`config.mk`:
```
export PLATFORM = sky130hd
export DESIGN_NAME = mdu_div_flat
export DESIGN_NICKNAME = d
export VERILOG_FILES = /design/src/rtl/mdu_div_if.sv /design/src/rtl/mdu_div.sv /design/src/flat_wrapper.sv
export SDC_FILE = /design/constraint.sdc
export NUM_CORES = 1
export LEC_CHECK = 0
export ABC_AREA = 1
export BUFFER_PORTS_ARGS = -buffer_cell sky130_fd_sc_hd__buf_4
export CAP_MARGIN = 30
export CORE_UTILIZATION = 40
export CTS_BUF_LIST = sky130_fd_sc_hd__clkbuf_4 sky130_fd_sc_hd__clkbuf_8
export CTS_CLUSTER_SIZE = 16
export DETAILED_ROUTE_END_ITERATION = 8
export PLACE_DENSITY = 0.58
export REMOVE_ABC_BUFFERS = 1
export SYNTH_ARGS = -nofsm -noshare
export SYNTH_HDL_FRONTEND = slang
export SYNTH_SLANG_ARGS = --single-unit
```
`constraint.sdc`:
```
create_clock -name clk -period 5.8 [get_ports clk]
set_input_delay 1.16 -clock clk [delete_from_list [all_inputs] [get_ports clk]]
set_output_delay 1.16 -clock clk [all_outputs]
set_load 0.01 [all_outputs]
```
`src/rtl/mdu_div_if.sv`:
```
// Handshake/result bundle for the iterative divider (mdu_div).
// state_o mirrors the divider FSM state for observation only.
interface mdu_div_if;
    logic        start_i;
    logic        signed_i;
    logic        annul_i;
    logic [31:0] a_i;
    logic [31:0] b_i;
    logic        stall_div_o;
    logic        ready_o;
    logic [31:0] quot_o;
    logic [31:0] rem_o;
    logic [1:0]  state_o;

    // Handshake: start_i is held while stall_div_o=1; ready_o is a one-cycle
    // pulse, and quot_o/rem_o are valid from that cycle until the next ready_o.
    modport master (
        output start_i, signed_i, annul_i, a_i, b_i,
        input  stall_div_o, ready_o, quot_o, rem_o, state_o
    );
    modport slave (
        input  start_i, signed_i, annul_i, a_i, b_i,
        output stall_div_o, ready_o, quot_o, rem_o, state_o
    );
endinterface

```
`src/rtl/mdu_div.sv`:
```
// 32-bit restoring radix-2 DIV/DIVU unit: 33 stall cycles, results at the
// following cycle. Optional macro DIV_ZERO_FAST_EN short-circuits divide-by-zero.
module mdu_div (
    input  logic       clk,
    input  logic       resetn,
    mdu_div_if.slave   bus
);
    typedef enum logic [1:0] {IDLE = 2'd0, RUN = 2'd1, DONE = 2'd2} state_t;

    state_t      state_q, state_d;
    logic [5:0]  cnt_q, cnt_d;
    logic [63:0] acc_q, acc_d;
    logic [31:0] dvs_q, dvs_d;
    logic        sa_q, sa_d, sb_q, sb_d, sgn_q, sgn_d;
    logic [31:0] quot_q, quot_d, rem_q, rem_d;

    logic        a_neg, b_neg, zero_fast, sub_ok;
    logic [31:0] a_mag, b_mag;
    logic [32:0] rem_sh, diff;
    logic [63:0] acc_step;

    always_comb begin
        a_neg  = bus.signed_i & bus.a_i[31];
        b_neg  = bus.signed_i & bus.b_i[31];
        a_mag  = a_neg ? (~bus.a_i + 32'd1) : bus.a_i;
        b_mag  = b_neg ? (~bus.b_i + 32'd1) : bus.b_i;
        // A set bit 32 in the shifted remainder already exceeds any divisor.
        rem_sh = acc_q[63:31];
        diff   = rem_sh - {1'b0, dvs_q};
        sub_ok = rem_sh[32] | ~diff[32];
        acc_step = sub_ok ? {diff[31:0], acc_q[30:0], 1'b1}
                          : {rem_sh[31:0], acc_q[30:0], 1'b0};
`ifdef DIV_ZERO_FAST_EN
        zero_fast = (bus.b_i == 32'd0);
`else
        zero_fast = 1'b0;
`endif
    end

    always_comb begin
        state_d = state_q;
        cnt_d   = cnt_q;
        acc_d   = acc_q;
        dvs_d   = dvs_q;
        sa_d    = sa_q;
        sb_d    = sb_q;
        sgn_d   = sgn_q;
        quot_d  = quot_q;
        rem_d   = rem_q;
        case (state_q)
            IDLE: begin
                if (bus.start_i && !bus.annul_i) begin
                    sa_d  = a_neg;
                    sb_d  = b_neg;
                    sgn_d = bus.signed_i;
                    cnt_d = 6'd0;
                    if (zero_fast) begin
                        quot_d  = 32'hFFFF_FFFF;
                        rem_d   = bus.a_i;
                        state_d = DONE;
                    end else begin
                        acc_d   = {32'd0, a_mag};
                        dvs_d   = b_mag;
                        state_d = RUN;
                    end
                end
            end
            RUN: begin
                if (bus.annul_i) begin
                    state_d = IDLE;
                end else begin
                    acc_d = acc_step;
                    cnt_d = cnt_q + 6'd1;
                    if (cnt_q == 6'd31) begin
                        state_d = DONE;
                        quot_d  = (sgn_q && (sa_q ^ sb_q)) ? (~acc_step[31:0] + 32'd1)
                                                           : acc_step[31:0];
                        rem_d   = (sgn_q && sa_q) ? (~acc_step[63:32] + 32'd1)
                                                  : acc_step[63:32];
                    end
                end
            end
            DONE:    state_d = IDLE;
            default: state_d = IDLE;
        endcase
    end

    always_ff @(posedge clk or negedge resetn) begin
        if (!resetn) begin
            state_q <= IDLE;
            cnt_q   <= 6'd0;
            acc_q   <= 64'd0;
            dvs_q   <= 32'd0;
            sa_q    <= 1'b0;
            sb_q    <= 1'b0;
            sgn_q   <= 1'b0;
            quot_q  <= 32'd0;
            rem_q   <= 32'd0;
        end else begin
            state_q <= state_d;
            cnt_q   <= cnt_d;
            acc_q   <= acc_d;
            dvs_q   <= dvs_d;
            sa_q    <= sa_d;
            sb_q    <= sb_d;
            sgn_q   <= sgn_d;
            quot_q  <= quot_d;
            rem_q   <= rem_d;
        end
    end

    // Stall is gated by reset so the hazard unit sees no stall while held in reset.
    assign bus.stall_div_o = resetn && !bus.annul_i &&
                             (((state_q == IDLE) && bus.start_i) || (state_q == RUN));
    assign bus.ready_o     = (state_q == DONE);
    assign bus.quot_o      = quot_q;
    assign bus.rem_o       = rem_q;
    assign bus.state_o     = state_q;
endmodule

```
`src/flat_wrapper.sv`:
```
// flat-port wrapper written by rule: the top's interface ports become plain ports
module mdu_div_flat 
  (clk, resetn, bus_start_i, bus_signed_i, bus_annul_i, bus_a_i, bus_b_i, bus_stall_div_o, bus_ready_o, bus_quot_o, bus_rem_o, bus_state_o);
  mdu_div_if bus_i ();
  input  logic clk;
  input  logic resetn;
  input wire logic [$bits(bus_i.start_i)-1:0] bus_start_i;
  input wire logic [$bits(bus_i.signed_i)-1:0] bus_signed_i;
  input wire logic [$bits(bus_i.annul_i)-1:0] bus_annul_i;
  input wire logic [$bits(bus_i.a_i)-1:0] bus_a_i;
  input wire logic [$bits(bus_i.b_i)-1:0] bus_b_i;
  output wire logic [$bits(bus_i.stall_div_o)-1:0] bus_stall_div_o;
  output wire logic [$bits(bus_i.ready_o)-1:0] bus_ready_o;
  output wire logic [$bits(bus_i.quot_o)-1:0] bus_quot_o;
  output wire logic [$bits(bus_i.rem_o)-1:0] bus_rem_o;
  output wire logic [$bits(bus_i.state_o)-1:0] bus_state_o;
  assign bus_i.start_i = bus_start_i;
  assign bus_i.signed_i = bus_signed_i;
  assign bus_i.annul_i = bus_annul_i;
  assign bus_i.a_i = bus_a_i;
  assign bus_i.b_i = bus_b_i;
  assign bus_stall_div_o = bus_i.stall_div_o;
  assign bus_ready_o = bus_i.ready_o;
  assign bus_quot_o = bus_i.quot_o;
  assign bus_rem_o = bus_i.rem_o;
  assign bus_state_o = bus_i.state_o;
  mdu_div u_core (.clk(clk), .resetn(resetn), .bus(bus_i));
endmodule
```
# [Yosys cells after proc, flatten, opt, wreduce, memory -nomap -nowiden]
# Index checks and enable logic that the tools add are counted.
[op_classes] addsub=6 multipliers=0 div_mod_pow=0 n_lt_le_gt_ge=0 eq_ne=6 shift=0 mux=15 bitwise_logic=10 n_reduce_logical=14
[op_table] cell="$mux 64" count=3
[op_table] cell="$add 32x1->32 const B" count=4
[op_table] cell="$mux 32" count=4
[op_table] cell="$not 32->32" count=4
[op_table] cell="$pmux 64 s2" count=1
[op_table] cell="$sub 33x32->33" count=1
[op_table] cell="$mux 6" count=2
[op_table] cell="$pmux 6 s2" count=1
[op_table] cell="$add 6x1->6 const B" count=1
[op_table] cell="$eq 6x5->1 const B" count=1
[op_table] cell="$logic_and 1x1->1" count=6
[op_table] cell="$mux 2" count=3
[op_table] cell="$reduce_and 3->1" count=2
[op_table] cell="$pmux 2 s2" count=1
[op_table] cell="$reduce_and 2->1" count=2
[op_table] cell="$ne 3x2->1 const B" count=1
[op_table] cell="$and 1x1->1" count=2
[op_table] cell="$eq 2x1->1 const B" count=1
[op_table] cell="$eq 2x2->1 const B" count=1
[op_table] cell="$logic_not 2->1" count=1
[op_table] cell="$ne 2x1->1 const B" count=1
[op_table] cell="$ne 2x2->1 const B" count=1
[op_table] cell="$not 1->1" count=2
[op_table] cell="$reduce_bool 2->1" count=1
[op_table] cell="other kinds (4)" count=4
[totals] register_bits=171 latchBits=0 ramBits=0 rom_bits=0 input_bits=69 out_inout_bits=68 word_cells=60 mem_count=0

# [Longest topological paths before layout]
# Gate-level depths: netlist of the first run.
[logic_depth] ltp_word=7 mapped_depth=27 mapped_depth_nobuf=26

# [Worst setup path before layout of the first run]
# OpenSTA, ideal clock, no wires.
[synth_path] path_kind="register to register" from="register u_core.acc_q[31]" to="register u_core.quot_q[30] (netlist: u_core.bus.quot_o[30])" setup_time_ps=133 t_arrival_ps=3454 required_ps=5667 slack_ps=2213 path_stages_with_launch=28 path_buffers=1 period_less_slack_ps=3587 path_cell_list="dfrtp_1 -> inv_1 -> ha_1 -> fa_1 -> inv_1 -> nand2_1 -> nand2_1 -> nand3_1 -> nand2_2 -> nand2_2 -> nand2_2 -> nand2_4 -> nand2_4 -> inv_2 -> buf_2 -> ha_1 -> nand3_1 -> nor3_1 -> nand3_1 -> nor3_1 -> nand3_1 -> nand2_1 -> o21ai_0 -> nor2_1 -> o21ai_0 -> a21oi_1 -> xor2_1 -> o21ai_0"
[synth_between] elab_chain_len=7
[synth_rtl] item="start: declaration" line="mdu_div.sv:12" rtl="logic [63:0] acc_q, acc_d;"
[synth_rtl] item="start signal: assignment" line="mdu_div.sv:92" rtl="acc_q <= 64'd0;"
[synth_rtl] item="start signal: assignment" line="mdu_div.sv:102" rtl="acc_q <= acc_d;"
[synth_rtl] item="$sub 33x32->33" line="mdu_div.sv:29" rtl="diff = rem_sh - {1'b0, dvs_q};"
[synth_rtl] item="$not 1->1" line="mdu_div.sv:30" rtl="sub_ok = rem_sh[32] | ~diff[32];"
[synth_rtl] item="$or 1x1->1" line="mdu_div.sv:30"
[synth_rtl] item="$mux 64" line="mdu_div.sv:31" rtl="acc_step = sub_ok ? {diff[31:0], acc_q[30:0], 1'b1}"
[synth_rtl] item="$not 32->32" line="mdu_div.sv:76" rtl="quot_d = (sgn_q && (sa_q ^ sb_q)) ? (~acc_step[31:0] + 32'd1)"
[synth_rtl] item="$add 32x1->32" line="mdu_div.sv:76"
[synth_rtl] item="$mux 32" line="mdu_div.sv:76"
[synth_rtl] item="end signal: assignment" line="mdu_div.sv:107" rtl="quot_q <= quot_d;"
[synth_rtl] item="end: declaration" line="mdu_div.sv:15" rtl="logic [31:0] quot_q, quot_d, rem_q, rem_d;"
# Every way passes these cells.
# A chain may end at the register's enable or synchronous reset.

# [Worst setup path after layout of the first run]
[layout_path] from="register u_core.dvs_q[25]" to="register u_core.quot_q[30] (netlist: u_core.bus.quot_o[30])"
[layout_between] elab_chain_len=7
[layout_rtl] item="start: declaration" line="mdu_div.sv:13" rtl="logic [31:0] dvs_q, dvs_d;"
[layout_rtl] item="start signal: assignment" line="mdu_div.sv:103" rtl="dvs_q <= dvs_d;"
[layout_rtl] item="$sub 33x32->33" line="mdu_div.sv:29"
[layout_rtl] item="$not 1->1" line="mdu_div.sv:30"
[layout_rtl] item="$or 1x1->1" line="mdu_div.sv:30"
[layout_rtl] item="$mux 64" line="mdu_div.sv:31"
[layout_rtl] item="$not 32->32" line="mdu_div.sv:76"
[layout_rtl] item="$add 32x1->32" line="mdu_div.sv:76"
[layout_rtl] item="$mux 32" line="mdu_div.sv:76"
# Every way passes these cells.

==> impl_metrics.yaml, run 1 <==
min_path:
  min-delay-path-class: "reg2reg"
timing:
  fin_ws_ns: 1.458
  final.setup_skew_ns: 0.02144
  fin_crit_sh: 0.7485
  finalSetupViolCount: 0
  worst_pin_slew_ns: 0.8768
  slew_violations: 0
  grt_setup_unrepaired: "no"
  hold_viol_final: 0
  fmax_ghz: 0.2303
  max_slew_margin: 0.4155
  period_minus_slack_ns: 4.342
clocking:
  clock-sinks: 171
  clkTransAtPathRegs_ns: 0.10
  cts_hold_buf: 0
  cts_tree: "yes"
  htree_num_levels: 4
  postCtsSetupBuffers: 0
  clkLatencyLatePin_ns: 0.48
  numCtsBuffers: 17
  cts_resized: 0
  clk_path_buf_depth: 2
  root_buffer: "clkbuf_8"
floorplan:
  core_area_um2: 30670
  dieWidth_um: 178.7
  io_pins: 137
  start_util: 0.4071
  chipHeight_um: 178.7
  rows: 64
  dieArea_um2: 31920
synth:
  synth_area_um2: 12480
  synth-seq-area-share: 0.3428
  yosys.area.top_type_share: 0.3428
  yosysMostFrequentCell: "nand2_1"
  ys_seq_elements: 171
  ys_top_cells_by_count: "568 x nand2_1, 247 x inv_1, 171 x dfrtp_1, 169 x o21ai_0, 153 x nor2_1"
  synth_top_area_cell: "dfrtp_1"
  yosys_warnings: 0
  avgSynthCellArea_um2: 6.673
  ys.flop_type: "dfrtp_1"
  async_flop_share: 1.000
  synth_area_leaders: "dfrtp_1 34%, nand2_1 17%, inv_1 7.4%, o21ai_0 6.8%, nand3_1 5.2%"
  syn_inst: 1871
  synth_edf_count: 0
  ys_types: 48
route:
  ant_nets: 0
  drt-wirelength-per-cell_um: 15.75
  drc: 0
  viasPerCell: 5.090
  drt_iter0_markers: 973
  firstDrtPassIters: 5
  dr_total_vias: 12181
  routed_wl_mm: 37.68
final_layout:
  drive_gt1_frac: 0.1217
  final_util: 0.4656
  n_fill_cell: 3250
  antenna_cells: 0
  nNetsFinal: 2091
  layout-area-overhead-vs-synth_pct: 14.37
worst_setup_path:
  critPathKind: "reg2reg"
  cp.required_ns: 6.13
  path_cells: "inv_1 -> ha_1 -> nand2_1 -> nand2_1 -> nand2_1 -> nand2_1 -> nand2_1 -> nand2_1 -> a21oi_4 -> nand2_4 -> inv_2 -> ha_1 -> nand3_1 -> nor3_1 -> nand3_1 -> nor3_1 -> nand3_1 -> nand2_1 -> o21ai_0 -> nor2_1 -> o21ai_0 -> a21oi_1 -> xor2_1 -> o21ai_0"
  end_kind: "flop"
  max_stage_delay_ns: 0.42
  slowest_stage: "a21oi_4"
  critPathMaxFanout: 16
  crit_buf_inv: 2
  crit_top_cell: "nand2_1"
  crit_family: "simple AND/OR/NAND/NOR gates"
  start_kind: "flop"
  critPathArrivalTime_ns: 4.68
job:
  maxCapViolations: 0
global_routing:
  grt_pass1_vias: 11736
  overflow: 0
  grt_pass1_wl_mm: 60.89
  antenna_found_initial: 1
  track_usage: 0.2466
  grt_start_max_net_pins: 69
outcome:
  status: "completed"
power_and_ir_drop:
  power_density_nw_per_um2: 479.5
  ir_worst_vdd_mv: 0.2098
  p_leak_nw: 7.471
place:
  preCtsSetupSlack_ns: 1.583
  numPortBuffers: 136
  hpwlAfterDp_mm: 29.19
  place_congestion: 1.007
## tightest hold or removal path, delay by kind of cell (launching register included)
| kind | cells | cell delay (ns) |
|---|---|---|
| flip-flops | 1 | 0.35 |
| AND/OR/NAND/NOR | 2 | 0.11 |
## stage by stage
| stage | TNS [ns] | area [um^2] | power (mW) | hold slack [ns] | std cells |
|---|---|---|---|---|---|
| floorplan | -12.30 | 12220 | 4.755 | 0.4530 | 1813 |
| global placement | 0 | 13880 | 5.945 | 0.4646 | 2361 |
| detailed placement | 0 | 13880 | 5.983 | 0.4690 | 2361 |
| CTS | 0 | 14280 | 6.880 | 0.4906 | 2393 |
| global route | 0 | 14280 | 7.546 | 0.5091 | 2393 |
| finish | 0 | 14280 | 6.846 | 0.4863 | 2393 |
## power breakdown
part / switching, mW / internal [mW] / total, mW
Combinational: 2.98 / 1.38 / 4.35
Clock: 0.462 / 0.409 / 0.871
Sequential: 0.205 / 1.42 / 1.62
Total: 3.64 / 3.20 / 6.85
## per-layer routing
layer / vias up / global-route usage / part of all wire
li1: 6224 / - / -
met2: 274 / 0.4016 / 0.46
met5: - / 0 / 0
met3: 46 / 0.03668 / 0.046
met1: 5637 / 0.3366 / 0.47
met4: 0 / 0.07415 / 0.025
## final timing paths
kind	from	endpoint	slack, ns	cells after the start
worst max-delay path	u_core.dvs_q[25]	u_core.bus.quot_o[30]	1.46	24
worst min-delay path	u_core.bus.rem_o[31]	u_core.bus.rem_o[31]	0.49	2
worst max register to register	u_core.dvs_q[25]	u_core.bus.quot_o[30]	1.46	24
worst min register to register	u_core.bus.rem_o[31]	u_core.bus.rem_o[31]	0.49	2
max in group asynchronous	resetn	u_core.sb_q	3.90	2
min in group asynchronous	resetn	u_core.bus.quot_o[14]	0.61	1
## state kept, by name, indices dropped and copies added (netlist names)
name                count
u_core.acc_q           64
u_core.bus.quot_o      32
u_core.bus.rem_o       32
u_core.bus.state_o      2
u_core.cnt_q            6
u_core.dvs_q           32
u_core.sa_q             1
u_core.sb_q             1
u_core.sgn_q            1
## cell families after synthesis
logic type,count (synthesis),share of synthesized area
compound gates,309,0.1387
xor+xnor,91,0.06384
fa+ha+maj,38,0.03868
buf+inv,317,0.09892
flops,171,0.3428
simple gates,945,0.3171
## area by class of cell
cell class / count / area (um^2) / share of cell area
well taps: 396 / 495.5 / 0.03470
clock buffers: 24 / 317.8 / 0.02226
flip-flops and latches: 171 / 4279 / 0.2997
inverters: 259 / 972.2 / 0.06809
multi-input cells: 1383 / 6985 / 0.4892
clock inverters: 8 / 83.83 / 0.005871
repair buffers: 152 / 1145 / 0.08018
## placed cells by master, fill, tap and decap left out, types with 16 or more instances in the layout
cell      count
a21oi_1      66
buf_4       151
clkbuf_8     22
dfrtp_1     171
ha_1         37
inv_1       246
nand2_1     568
nand2_2      20
nand3_1     128
nand4_1      19
nor2_1      151
nor3_1       21
o21ai_0     169
o22ai_1      16
xnor2_1      22
xor2_1       69
No activity file was read; power rests on OpenSTA's default activity.
==> run 2: changes to the inputs <==
--- a/config.mk
+++ b/config.mk
@@ -12,7 +12,7 @@
 export CTS_BUF_LIST = sky130_fd_sc_hd__clkbuf_4 sky130_fd_sc_hd__clkbuf_8
 export CTS_CLUSTER_SIZE = 16
 export DETAILED_ROUTE_END_ITERATION = 8
-export PLACE_DENSITY = 0.58
+export PLACE_DENSITY = 0.6
 export REMOVE_ABC_BUFFERS = 1
 export SYNTH_ARGS = -nofsm -noshare
 export SYNTH_HDL_FRONTEND = slang
==> constraint.sdc (replaced) <==
create_clock -name clk -period 3.8 [get_ports clk]
set_input_delay 0.76 -clock clk [delete_from_list [all_inputs] [get_ports clk]]
set_output_delay 0.76 -clock clk [all_outputs]
set_load 0.01 [all_outputs]
==> run 2 against run 1 <==
Final area up 3.0%. Wire length is 3.1% higher. Sequential share of layout area fell by 0.88 points. First-iteration DRC count increased by 15%. Critical path depth unchanged.
==> impl_metrics.yaml, run 2 (same netlist as run 1, synthesis figures left out) <==
outcome:
  status: "completed"
timing:
  whs_ns: 0.06512
  finalSetupViolCount: 0
  final.setup_skew_ns: 0.01965
  hold_viol_final: 0
  max_slew_margin: 0.3678
  fin_crit_sh: 0.9385
  fin_ws_ns: 0.2338
  fmax_ghz: 0.2804
  slew_violations: 0
  tns_ns: 0
  period_minus_slack_ns: 3.566
  worst_pin_slew_ns: 0.9472
clocking:
  root_buffer: "clkbuf_8"
  htree_num_levels: 4
  clkLatencyLatePin_ns: 0.49
  cts_tree: "yes"
  cts_hold_buf: 0
  clk_path_buf_depth: 2
  numCtsBuffers: 17
  clkTransAtPathRegs_ns: 0.10
  clock-sinks: 171
place:
  hpwlAfterDp_mm: 29.71
  place_congestion: 0.9265
  numPortBuffers: 136
  placed_area_um2: 14080
  preCtsSetupSlack_ns: 0.009653
  dp.cells: 2387
route:
  drc: 0
  ant_nets: 0
  routed_wl_mm: 38.85
  dr_total_vias: 12475
  viasPerCell: 5.146
  drt_iter0_markers: 1115
  drt-wirelength-per-cell_um: 16.03
  firstDrtPassIters: 6
worst_setup_path:
  regToRegStartpoint: "u_core.acc_q[31]"
  critPathMaxFanout: 3
  crit_buf_inv: 3
  crit_top_cell: "nand2_2"
  end_kind: "flop"
  cp_num_cells: 24
  worstRegToRegCells: 24
  worstSetupStartpoint: "u_core.acc_q[31]"
  cp.required_ns: 4.16
  path_cells: "inv_2 -> ha_4 -> fa_2 -> inv_1 -> nand2_1 -> nand2_1 -> nand3_1 -> nand2_2 -> nand2_2 -> nand2_2 -> nand2_4 -> nand2_4 -> inv_2 -> ha_2 -> nand3_1 -> nor3_2 -> nand3_2 -> nor3_4 -> nand3_2 -> nand3b_1 -> o21ai_2 -> o21ai_2 -> xor2_1 -> o21ai_1"
  crit_family: "simple AND/OR/NAND/NOR gates"
  max_stage_delay_ns: 0.38
  slowest_stage: "dfrtp_1"
  critPathKind: "reg2reg"
  critPathArrivalTime_ns: 3.93
  start_kind: "flop"
final_layout:
  n_fill_cell: 3199
  antenna_cells: 0
  largest_reg_flops: 64
  layout-area-overhead-vs-synth_pct: 17.82
  fin_area_um2: 14710
  final_common_cell: "nand2_1"
  drive_gt1_frac: 0.1440
  nNetsFinal: 2122
  final_cell_mix: "565 x nand2_1, 245 x inv_1, 180 x buf_4, 171 x dfrtp_1, 164 x o21ai_0"
  fin_cells: 2424
  final_util: 0.4796
  regMostFlops: "u_core.acc_q"
floorplan:
  core_area_um2: 30670
  io_pins: 137
  chipHeight_um: 178.7
  start_util: 0.4071
  rows: 64
  dieArea_um2: 31920
  dieWidth_um: 178.7
job:
  maxCapViolations: 0
global_routing:
  track_usage: 0.2520
  grt_pass1_wl_mm: 62.11
  grt_start_max_net_pins: 78
  overflow: 0
  antenna_found_initial: 0
  grt_pass1_vias: 11804
power_and_ir_drop:
  finalPower_mw: 11.04
  ir_worst_vdd_mv: 0.4166
  p_leak_nw: 7.675
  power_density_nw_per_um2: 750.6
min_path:
  min-delay-path-class: "in2async"
[run 2: final cells by class]
type,count,area (um^2),area share
repair buffers,183,1410,0.09587
well taps,396,495.5,0.03368
flip-flops and latches,171,4279,0.2909
multi-input cells,1383,7086,0.4817
clock inverters,10,188.9,0.01284
clock buffers,22,277.8,0.01888
inverters,259,972.2,0.06609
[run 2: timing repair]
item	4_1_cts	5_1_grt
resized for setup	0	26
buffers inserted	1	3
setup endpoints to repair	1	15
pin swaps	1	8
[run 2: routing by layer]
metal / global-route usage / share of wire / up-vias
met2: 0.4126 / 0.47 / 319
met3: 0.03711 / 0.048 / 38
met4: 0.05897 / 0.018 / 0
met1: 0.3486 / 0.47 / 5817
met5: 0 / 0 / -
li1: - / - / 6301
[run 2: worst reg2reg max path: stages, from the launching register on]
cell and delay, ns:
dfrtp_1 0.38, inv_2 0.08, ha_4 0.14, fa_2 0.21, inv_1 0.06, nand2_1 0.08
nand2_1 0.06, nand3_1 0.09, nand2_2 0.09, nand2_2 0.09, nand2_2 0.08, nand2_4 0.08
nand2_4 0.06, inv_2 0.06, ha_2 0.17, nand3_1 0.11, nor3_2 0.26, nand3_2 0.15
nor3_4 0.21, nand3_2 0.13, nand3b_1 0.24, o21ai_2 0.22, o21ai_2 0.09, xor2_1 0.22
o21ai_1 0.09
[run 2: power by group]
group | leakage, nW | switching, mW | internal (mW)
logic | 5.29 | 4.69 | 2.30
clock network | 0.235 | 0.721 | 0.833
registers | 2.15 | 0.326 | 2.17
[run 2: final timing paths]
path                                          to  slack [ns]
max                        u_core.bus.quot_o[28]        0.23
min                             u_core.dvs_q[28]        0.07
max reg2reg                u_core.bus.quot_o[28]        0.23
min reg2reg                 u_core.bus.rem_o[22]        0.49
max in group asynchronous       u_core.acc_q[33]        2.78
min in group clk            u_core.bus.rem_o[22]        0.49
